`src/rtl/ram_arbiter_if.sv`:
```
// ram_arbiter_if: one requester's handshake and data bus into the RAM arbiter
interface ram_arbiter_if;
    logic        req;
    logic        we;
    logic        lock;
    logic [15:0] addr;
    logic [15:0] wdata;
    logic        ack;
    logic        err;
    logic [15:0] rdata;
    modport master (output req, we, lock, addr, wdata, input ack, err, rdata);
    modport slave  (input req, we, lock, addr, wdata, output ack, err, rdata);
endinterface

```
`src/rtl/ram_arbiter.sv`:
```
// ram_arbiter: two-requester round-robin arbiter for the single-port data RAM with bounded locked bursts
module ram_arbiter #(
    parameter int RAM_DEPTH = 256,
    parameter int MAX_BURST = 4
) (
    input  logic              clock,
    input  logic              reset_n,
    ram_arbiter_if.slave      p0,
    ram_arbiter_if.slave      p1,
    output logic              ram_control,
    output logic [15:0]       ram_address,
    output logic [15:0]       ram_write_data,
    input  logic [15:0]       ram_read_data
);
    localparam int BW = $clog2(MAX_BURST + 1);
    localparam logic [16:0] DEPTH = 17'(RAM_DEPTH);
    localparam logic [BW-1:0] BMAX = BW'(MAX_BURST);

    typedef enum logic [1:0] {IDLE, ACCESS, RESPOND} state_t;

    state_t        state;
    state_t        state_n;
    logic          grant;
    logic          rr_last;
    logic          winner;
    logic          any_req;
    logic          req_g;
    logic          we_g;
    logic          lock_g;
    logic          in_range;
    logic          cont;
    logic [15:0]   addr_g;
    logic [15:0]   wdata_g;
    logic [15:0]   addr_q;
    logic [15:0]   wdata_q;
    logic [BW-1:0] burst_cnt;
    logic [1:0]    ack_q;
    logic [1:0]    err_q;
    logic [15:0]   rdata_q [2];

    // Winner selection, granted-requester mux and RAM drive; address/data hold outside ACCESS
    always_comb begin
        any_req        = p0.req | p1.req;
        winner         = (p0.req & p1.req) ? ~rr_last : p1.req;
        req_g          = grant ? p1.req   : p0.req;
        we_g           = grant ? p1.we    : p0.we;
        lock_g         = grant ? p1.lock  : p0.lock;
        addr_g         = grant ? p1.addr  : p0.addr;
        wdata_g        = grant ? p1.wdata : p0.wdata;
        in_range       = {1'b0, addr_g} < DEPTH;
        cont           = lock_g & req_g & (burst_cnt < BMAX);
        ram_control    = (state == ACCESS) & we_g & in_range;
        ram_address    = (state == ACCESS) ? addr_g  : addr_q;
        ram_write_data = (state == ACCESS) ? wdata_g : wdata_q;
    end

    // Next-state logic: IDLE -> ACCESS -> RESPOND -> (ACCESS on burst | IDLE)
    always_comb begin
        state_n = state;
        state_n = (state == IDLE)   ? (any_req ? ACCESS : IDLE) :
                  (state == ACCESS) ? RESPOND :
                  (cont ? ACCESS : IDLE);
    end

    // State register
    always_ff @(posedge clock or negedge reset_n) begin
        if (!reset_n)
            state <= IDLE;
        else
            state <= state_n;
    end

    // Grant bookkeeping, burst counting and registered responses
    always_ff @(posedge clock or negedge reset_n) begin
        if (!reset_n) begin
            grant      <= 1'b0;
            rr_last    <= 1'b1;
            burst_cnt  <= '0;
            ack_q      <= '0;
            err_q      <= '0;
            rdata_q[0] <= '0;
            rdata_q[1] <= '0;
            addr_q     <= '0;
            wdata_q    <= '0;
        end else begin
            ack_q <= '0;
            if (state == IDLE && any_req) begin
                grant     <= winner;
                rr_last   <= winner;
                burst_cnt <= BW'(1);
            end
            if (state == RESPOND)
                burst_cnt <= cont ? burst_cnt + 1'b1 : '0;
            if (state == ACCESS) begin
                ack_q[grant]   <= 1'b1;
                err_q[grant]   <= ~in_range;
                rdata_q[grant] <= (in_range && !we_g) ? ram_read_data : 16'h0000;
                addr_q         <= addr_g;
                wdata_q        <= wdata_g;
            end
        end
    end

    assign p0.ack   = ack_q[0];
    assign p0.err   = err_q[0];
    assign p0.rdata = rdata_q[0];
    assign p1.ack   = ack_q[1];
    assign p1.err   = err_q[1];
    assign p1.rdata = rdata_q[1];
endmodule

```
`src/flat_wrapper.sv`:
```
// flat-port wrapper written by rule: the top's interface ports become plain ports
module ram_arbiter_flat 
#(
    parameter int RAM_DEPTH = 256,
    parameter int MAX_BURST = 4
)
  (clock, reset_n, ram_control, ram_address, ram_write_data, ram_read_data, p0_req, p0_we, p0_lock, p0_addr, p0_wdata, p0_ack, p0_err, p0_rdata, p1_req, p1_we, p1_lock, p1_addr, p1_wdata, p1_ack, p1_err, p1_rdata);
  ram_arbiter_if p0_i ();
  ram_arbiter_if p1_i ();
  input  logic clock;
  input  logic reset_n;
  output logic ram_control;
  output logic [15:0] ram_address;
  output logic [15:0] ram_write_data;
  input  logic [15:0] ram_read_data;
  input wire logic [$bits(p0_i.req)-1:0] p0_req;
  input wire logic [$bits(p0_i.we)-1:0] p0_we;
  input wire logic [$bits(p0_i.lock)-1:0] p0_lock;
  input wire logic [$bits(p0_i.addr)-1:0] p0_addr;
  input wire logic [$bits(p0_i.wdata)-1:0] p0_wdata;
  output wire logic [$bits(p0_i.ack)-1:0] p0_ack;
  output wire logic [$bits(p0_i.err)-1:0] p0_err;
  output wire logic [$bits(p0_i.rdata)-1:0] p0_rdata;
  input wire logic [$bits(p1_i.req)-1:0] p1_req;
  input wire logic [$bits(p1_i.we)-1:0] p1_we;
  input wire logic [$bits(p1_i.lock)-1:0] p1_lock;
  input wire logic [$bits(p1_i.addr)-1:0] p1_addr;
  input wire logic [$bits(p1_i.wdata)-1:0] p1_wdata;
  output wire logic [$bits(p1_i.ack)-1:0] p1_ack;
  output wire logic [$bits(p1_i.err)-1:0] p1_err;
  output wire logic [$bits(p1_i.rdata)-1:0] p1_rdata;
  assign p0_i.req = p0_req;
  assign p0_i.we = p0_we;
  assign p0_i.lock = p0_lock;
  assign p0_i.addr = p0_addr;
  assign p0_i.wdata = p0_wdata;
  assign p0_ack = p0_i.ack;
  assign p0_err = p0_i.err;
  assign p0_rdata = p0_i.rdata;
  assign p1_i.req = p1_req;
  assign p1_i.we = p1_we;
  assign p1_i.lock = p1_lock;
  assign p1_i.addr = p1_addr;
  assign p1_i.wdata = p1_wdata;
  assign p1_ack = p1_i.ack;
  assign p1_err = p1_i.err;
  assign p1_rdata = p1_i.rdata;
  ram_arbiter #(.RAM_DEPTH(RAM_DEPTH), .MAX_BURST(MAX_BURST)) u_core (.clock(clock), .reset_n(reset_n), .p0(p0_i), .p1(p1_i), .ram_control(ram_control), .ram_address(ram_address), .ram_write_data(ram_write_data), .ram_read_data(ram_read_data));
endmodule
```
`config.mk`:
```
export PLATFORM = sky130hd
export DESIGN_NAME = ram_arbiter_flat
export DESIGN_NICKNAME = d
export VERILOG_FILES = /design/src/rtl/ram_arbiter_if.sv /design/src/rtl/ram_arbiter.sv /design/src/flat_wrapper.sv
export SDC_FILE = /design/constraint.sdc
export NUM_CORES = 1
export LEC_CHECK = 0
export BUFFER_PORTS_ARGS = -buffer_cell sky130_fd_sc_hd__buf_2
export CAP_MARGIN = 5
export CELL_PAD_IN_SITES_DETAIL_PLACEMENT = 2
export CELL_PAD_IN_SITES_GLOBAL_PLACEMENT = 2
export CORE_ASPECT_RATIO = 1.1
export CORE_UTILIZATION = 27
export DETAILED_ROUTE_END_ITERATION = 16
export GPL_TIMING_DRIVEN = 0
export HOLD_SLACK_MARGIN = 0.05
export PLACE_DENSITY = 0.9
export SETUP_SLACK_MARGIN = 0.1
export SYNTH_ARGS = -nofsm -noshare
export SYNTH_HDL_FRONTEND = slang
export SYNTH_SLANG_ARGS = --single-unit
```
`constraint.sdc`:
```
create_clock -name clock -period 2.3 [get_ports clock]
set_clock_uncertainty 0.1 [all_clocks]
set_input_delay 0.345 -clock clock [delete_from_list [all_inputs] [get_ports clock]]
set_output_delay 0.345 -clock clock [all_outputs]
set_load 0.03 [all_outputs]
```
# == Word-level counts from Yosys, hierarchy flattened ==
# Cells that the tools add are included.
# Widths: inputs -> output; s select.
# op_classes
add_sub_neg,1
bitwise,9
reduce_logical,7
n_eq_ne,2
n_mux,23
magnitude_cmp,6
# op_table
operator,count
$mux 16,6
$bwmux 32,1
$demux 16 s1,1
$lt 16x9->1 const B,1
$mux 3,3
$mux 1,7
$mux 2,3
$and 1x1->1,5
$logic_and 1x1->1,4
$add 3x1->3 const B,1
$lt 3x3->1 const B,1
$bwmux 2,1
$eq 2x1->1 const B,1
$eq 2x2->1 const B,1
$ge 2x2->1 const B,1
$logic_not 2->1,1
$lt 1x2->1 const B,1
$lt 2x1->1 const B,1
$not 1->1,2
$not 1->2,1
$reduce_bool 2->1,1
$demux 1 s1,1
$ge 1x1->1 const B,1
$logic_not 1->1,1
$or 1x1->1,1
# totals
ff_bits,75
output_inout_bits,69
elab_cells,58
input_bits,88

# == Longest topological paths before layout ==
# logic_depth
ltp_word,6
ltp_mapped,5
depth_no_buf,3

# == Worst setup path after synthesis ==
# No wires, ideal clock.
# synth_timing
kind,register to output
from,reg u_core.grant
to,out ram_address[10]
path_buffers,2
required_time_ns,1.855
setup_slack_ns,0.082
t_arrival_ns,1.773
path_stages_with_launch,5
path_cell_list,dfrtp_1 > buf_6 > clkbuf_1 > mux2i_1 > o21ai_0
# synth_via
elab_chain_len,2
# synth_rtl
item,line,text
start: declaration,ram_arbiter.sv:23,logic grant;
start signal: assignment,ram_arbiter.sv:88,grant <= winner;
$mux 16,ram_arbiter.sv:48,addr_g = grant ? p1.addr : p0.addr;
$mux 16,ram_arbiter.sv:53,ram_address = (state == ACCESS) ? addr_g : addr_q;
end: declaration,flat_wrapper.sv:13,output logic [15:0] ram_address;
# Every way passes these cells.

# == Worst setup path in the final report ==
# layout_timing
from,reg u_core.grant
to,out ram_control
# layout_via
elab_chain_len,3
word_cells_on_any_way,5
classes_between,order compare (1); mux (2); bitwise (2)
# layout_rtl
item,line,text
$mux 16 / $mux 1 (equally long branches),"ram_arbiter.sv:48, ram_arbiter.sv:46",
$lt 16x9->1 / $and 1x1->1 (equally long branches),"ram_arbiter.sv:50, ram_arbiter.sv:52",
$and 1x1->1 (*),ram_arbiter.sv:52,ram_control = (state == ACCESS) & we_g & in_range;
end: declaration,flat_wrapper.sv:12,output logic ram_control;
# Mark *: on every way between the ends. The rest lies on a longest branch, timed or not.

==> results.yml <==
outcome:
  result_of_the_run: "complete, no violations"
yosys:
  ys_seq_elements: 75
  largest_cells_by_area_after_synthesis: "sky130_fd_sc_hd__dfrtp_1 59%, sky130_fd_sc_hd__mux2i_1 10%, sky130_fd_sc_hd__a22o_1 9.2%"
  count_of_flip_flops_with_a_built_in_enable_after_synthesis: 0
  syn_area_per_cell_um2: 12.1
  yosys.area.top_type_share_pct: 59.0
  ys_seq_area_share_pct: 59.8
  combinational_family_with_the_most_area_after_synthesis: "compound AO/OA/AOI/OAI gates"
  ys.flop_type: "sky130_fd_sc_hd__dfrtp_1"
  synth.largest_area_cell: "sky130_fd_sc_hd__dfrtp_1"
  synthMuxAreaShare_pct: 10.2
  synth_compound_area_share_pct: 16.9
  async_set_or_reset_flop_fraction_in_the_synthesized_netlist_pct: 100
  synthDistinctLibCells: 28
  synth_warnings: 0
  syn_inst: 260
  synth_nets: 349
  fraction_of_synthesized_cell_area_in_xor_and_xnor_cells_pct: 0
  yosys.area_share.adder_pct: 0.399
  syn-cell-area_um2: 3140
  post_synth_and_or_nand_nor_area_fraction_pct: 9.13
timing:
  maxClockFrequency_mhz: 439
  finalMaxSlewViolations: 0
  unrepaired_setup_endpoints_after_global_routing: "true"
  slew_limit_headroom_pct: 67.5
  hold_ws_ps: 142
  timing.final.crit_period_ps: 2280
  tightest_slew_ps: 488
  finalSetupViolCount: 0
  setup-tns-final_ps: 0
  setup_ws_ps: 20.6
  finalCritPeriodShare_pct: 99.1
  final_hold_viol_count: 0
worst_setup_path:
  worstSetupPathType: "reg -> out"
  crit_path_max_fanout: 6
  critical_path.top_delay_family: "simple AND/OR/NAND/NOR gates"
  crit_slowest_cell: "sky130_fd_sc_hd__or3b_4"
  cp_required_ps: 1860
  rrSetupSlack_ps: 400
  critPathMostFrequentCell: "sky130_fd_sc_hd__buf_6"
  startpoint_class_of_the_critical_path: "flop"
  critical_path.n_buffers_inverters: 3
  r2r-end: "u_core.p0.rdata[13]"
  worst_ep_arrival_time_ps: 1830
  worstPathCellList: "buf_6, or3b_4, clkbuf_16, nor3_4, a22o_1, buf_6"
  timing.rr.start: "u_core.grant"
  crit_path_end_kind: "output pin"
  ff2ff_path_depth: 6
  slowest_delay_ps: 390
min_path:
  worst_hold_startpoint: "p0_req"
  hold_class: "in -> reg"
  holdPathStages: 2
  whs_endpoint: "u_core.rr_last"
final_layout:
  layout.cells.most_common: "sky130_fd_sc_hd__buf_2"
  layout.cells.most_common_list: "126 x sky130_fd_sc_hd__buf_2, 72 x sky130_fd_sc_hd__dfrtp_1, 39 x sky130_fd_sc_hd__buf_4"
  final_net_count: 533
  antenna-diode-count: 0
  finalNonFillerCells: 596
  syn2layout_area_growth_pct: 58.1
  postLayoutCellArea_um2: 4960
  n_fill_cell: 1186
  final_layout_size_suffix_gt1_share_pct: 53.2
grt:
  antenna_violations_before_repair: 0
  grt_first_pass_wirelength_um: 17100
  number_of_global_route_vias_before_repair: 3235
  grt_max_degree: 72
  groute.usage.overall_pct: 18.5
  overflow: 0
place:
  hpwl_um: 7820
  detailed_place.area_um2: 4130
  globalplace.congestion: 0.743
  preCtsSetupSlack_ps: -105
  io_buffers: 156
  dpl.cell_count: 564
pwr:
  p_int_uw: 4180
  combinationalPowerShare_pct: 54.3
  leakagePower_uw: 0.00261
  power.share.clock_pct: 20.6
  seq_power_share_pct: 25.1
  peakVddDrop_mv: 0.692
  power_density_nw_per_um2: 1450
  p_switching_uw: 3010
  switching_share_pct: 41.9
floorplan:
  die-area_um2: 12100
  placement_rows: 40
  floorplan.initialDensity_pct: 28.2
  placeableCoreArea_um2: 11100
  ioPinCount: 157
  floorplan.die.width_um: 105
  chipHeight_um: 115
clock_network:
  clkSinkCount: 75
  clock_transition_at_path_regs_ps: 60
  clk_latency_ps: 330
  cts_inserted_buffers: 9
  root_buffer: "sky130_fd_sc_hd__clkbuf_16"
  ctsLongestPathBuffers: 2
  cts_htree_levels: 3
  tritoncts: "yes"
drt:
  drt-vias-per-instance: 4.84
  drt-pass1-iter-count: 4
  routed_wl_um: 10900
  drt_antenna_net_count: 0
  drc: 0
  post_dr_wirelength_cell_um: 18.3
  route.vias.total: 2886
  drt-initial-drc-count: 55
flow_run:
  max_cap_viol_count: 0
==> worst max-delay path by stage <==
stage                               start                 to  slack (ps)  depth (start not counted)
final                        u_core.grant        ram_control          20                          6
after global routing         u_core.grant        ram_control         -70                          6
after CTS                    u_core.grant        ram_control           5                          6
after detailed placement  u_core.state[0]     ram_address[9]        -100                          6
after global placement    u_core.state[0]    ram_address[15]         -40                          6
after floorplan              u_core.grant  ram_write_data[5]          80                          4
==> metrics by stage <==
step	power, uW	util, %
finish	7190	44.7
global route	7590	44.7
CTS	6830	42.7
detailed placement	4720	37.2
global placement	4580	36.9
floorplan	3750	-
==> synth_stat cells, types with 2 or more instances <==
cell,number
sky130_fd_sc_hd__clkbuf_1,13
sky130_fd_sc_hd__nor3_1,4
sky130_fd_sc_hd__nor4_4,2
sky130_fd_sc_hd__o21ai_0,32
sky130_fd_sc_hd__a21oi_1,4
sky130_fd_sc_hd__inv_1,6
sky130_fd_sc_hd__mux2i_1,32
sky130_fd_sc_hd__nand3b_1,2
sky130_fd_sc_hd__or4_4,2
sky130_fd_sc_hd__buf_6,3
sky130_fd_sc_hd__dfrtp_1,74
sky130_fd_sc_hd__or4_1,2
sky130_fd_sc_hd__a22o_1,33
sky130_fd_sc_hd__a32o_1,3
sky130_fd_sc_hd__nand2_1,35
==> cell type report <==
type	instances	area (um^2)	area share, %
clock buffer	11	233	4.69
sequential	75	1880	37.9
clock inverter	5	77.6	1.56
multi-input combinational	162	1320	26.6
timing repair buffer	173	1050	21.2
buffer	17	191	3.86
tap	147	184	3.71
inverter	6	22.5	0.454
==> worst reg2reg max path: cells and delay by family, from the launching register on <==
family,cells,cell delay (ps)
DFF,1,370
and+or+nand+nor,1,390
AOI/OAI and AO/OA,1,260
buffers and inverters,4,670
==> registers in the layout, summed over array words and instances (netlist names), 2 cells and up <==
| name | flops |
|---|---|
| u_core.wdata_q | 16 |
| u_core.err_q | 2 |
| u_core.ack_q | 2 |
| u_core.state | 2 |
| u_core.burst_cnt | 3 |
| u_core.p0.rdata | 16 |
| u_core.p1.rdata | 16 |
| u_core.addr_q | 16 |
==> layer usage <==
layer	wire [um]	vias to the layer above	track usage, %
li1	-	1312	-
met1	4340	1446	20.2
met2	5840	122	35.9
met3	665	6	4.42
met4	83	0	4.51
met5	0	-	0
==> cell families (layout without fill, tap and decap cells) <==
group                      after synthesis  after routing
AOI/OAI and AO/OA                       76             76
DFF                                     75             75
and+or+nand+nor                         53             53
muxes                                   32             32
buffers and inverters                   23            212
adders and majority gates                1              1
==> what timing repair did <==
item	4_1_cts	5_1_grt
hold buffers	1	0
pin swaps	3	1
gates cloned	0	1
hold endpoints to repair	74	0
endpoints found under the setup margin	33	42
buffers inserted	8	6
resized for setup	90	46
==> power by group through the flow <==
| stage | combinational, uW | sequential, uW | clock [uW] |
|---|---|---|---|
| finish | 3900 | 1800 | 1480 |
| global route | 4170 | 1840 | 1580 |
| CTS | 3500 | 1810 | 1520 |
| detailed placement | 2880 | 1840 | 0 |
| global placement | 2770 | 1810 | 0 |
| floorplan | 1920 | 1840 | 0 |
No activity file was read; power rests on OpenSTA's default activity.
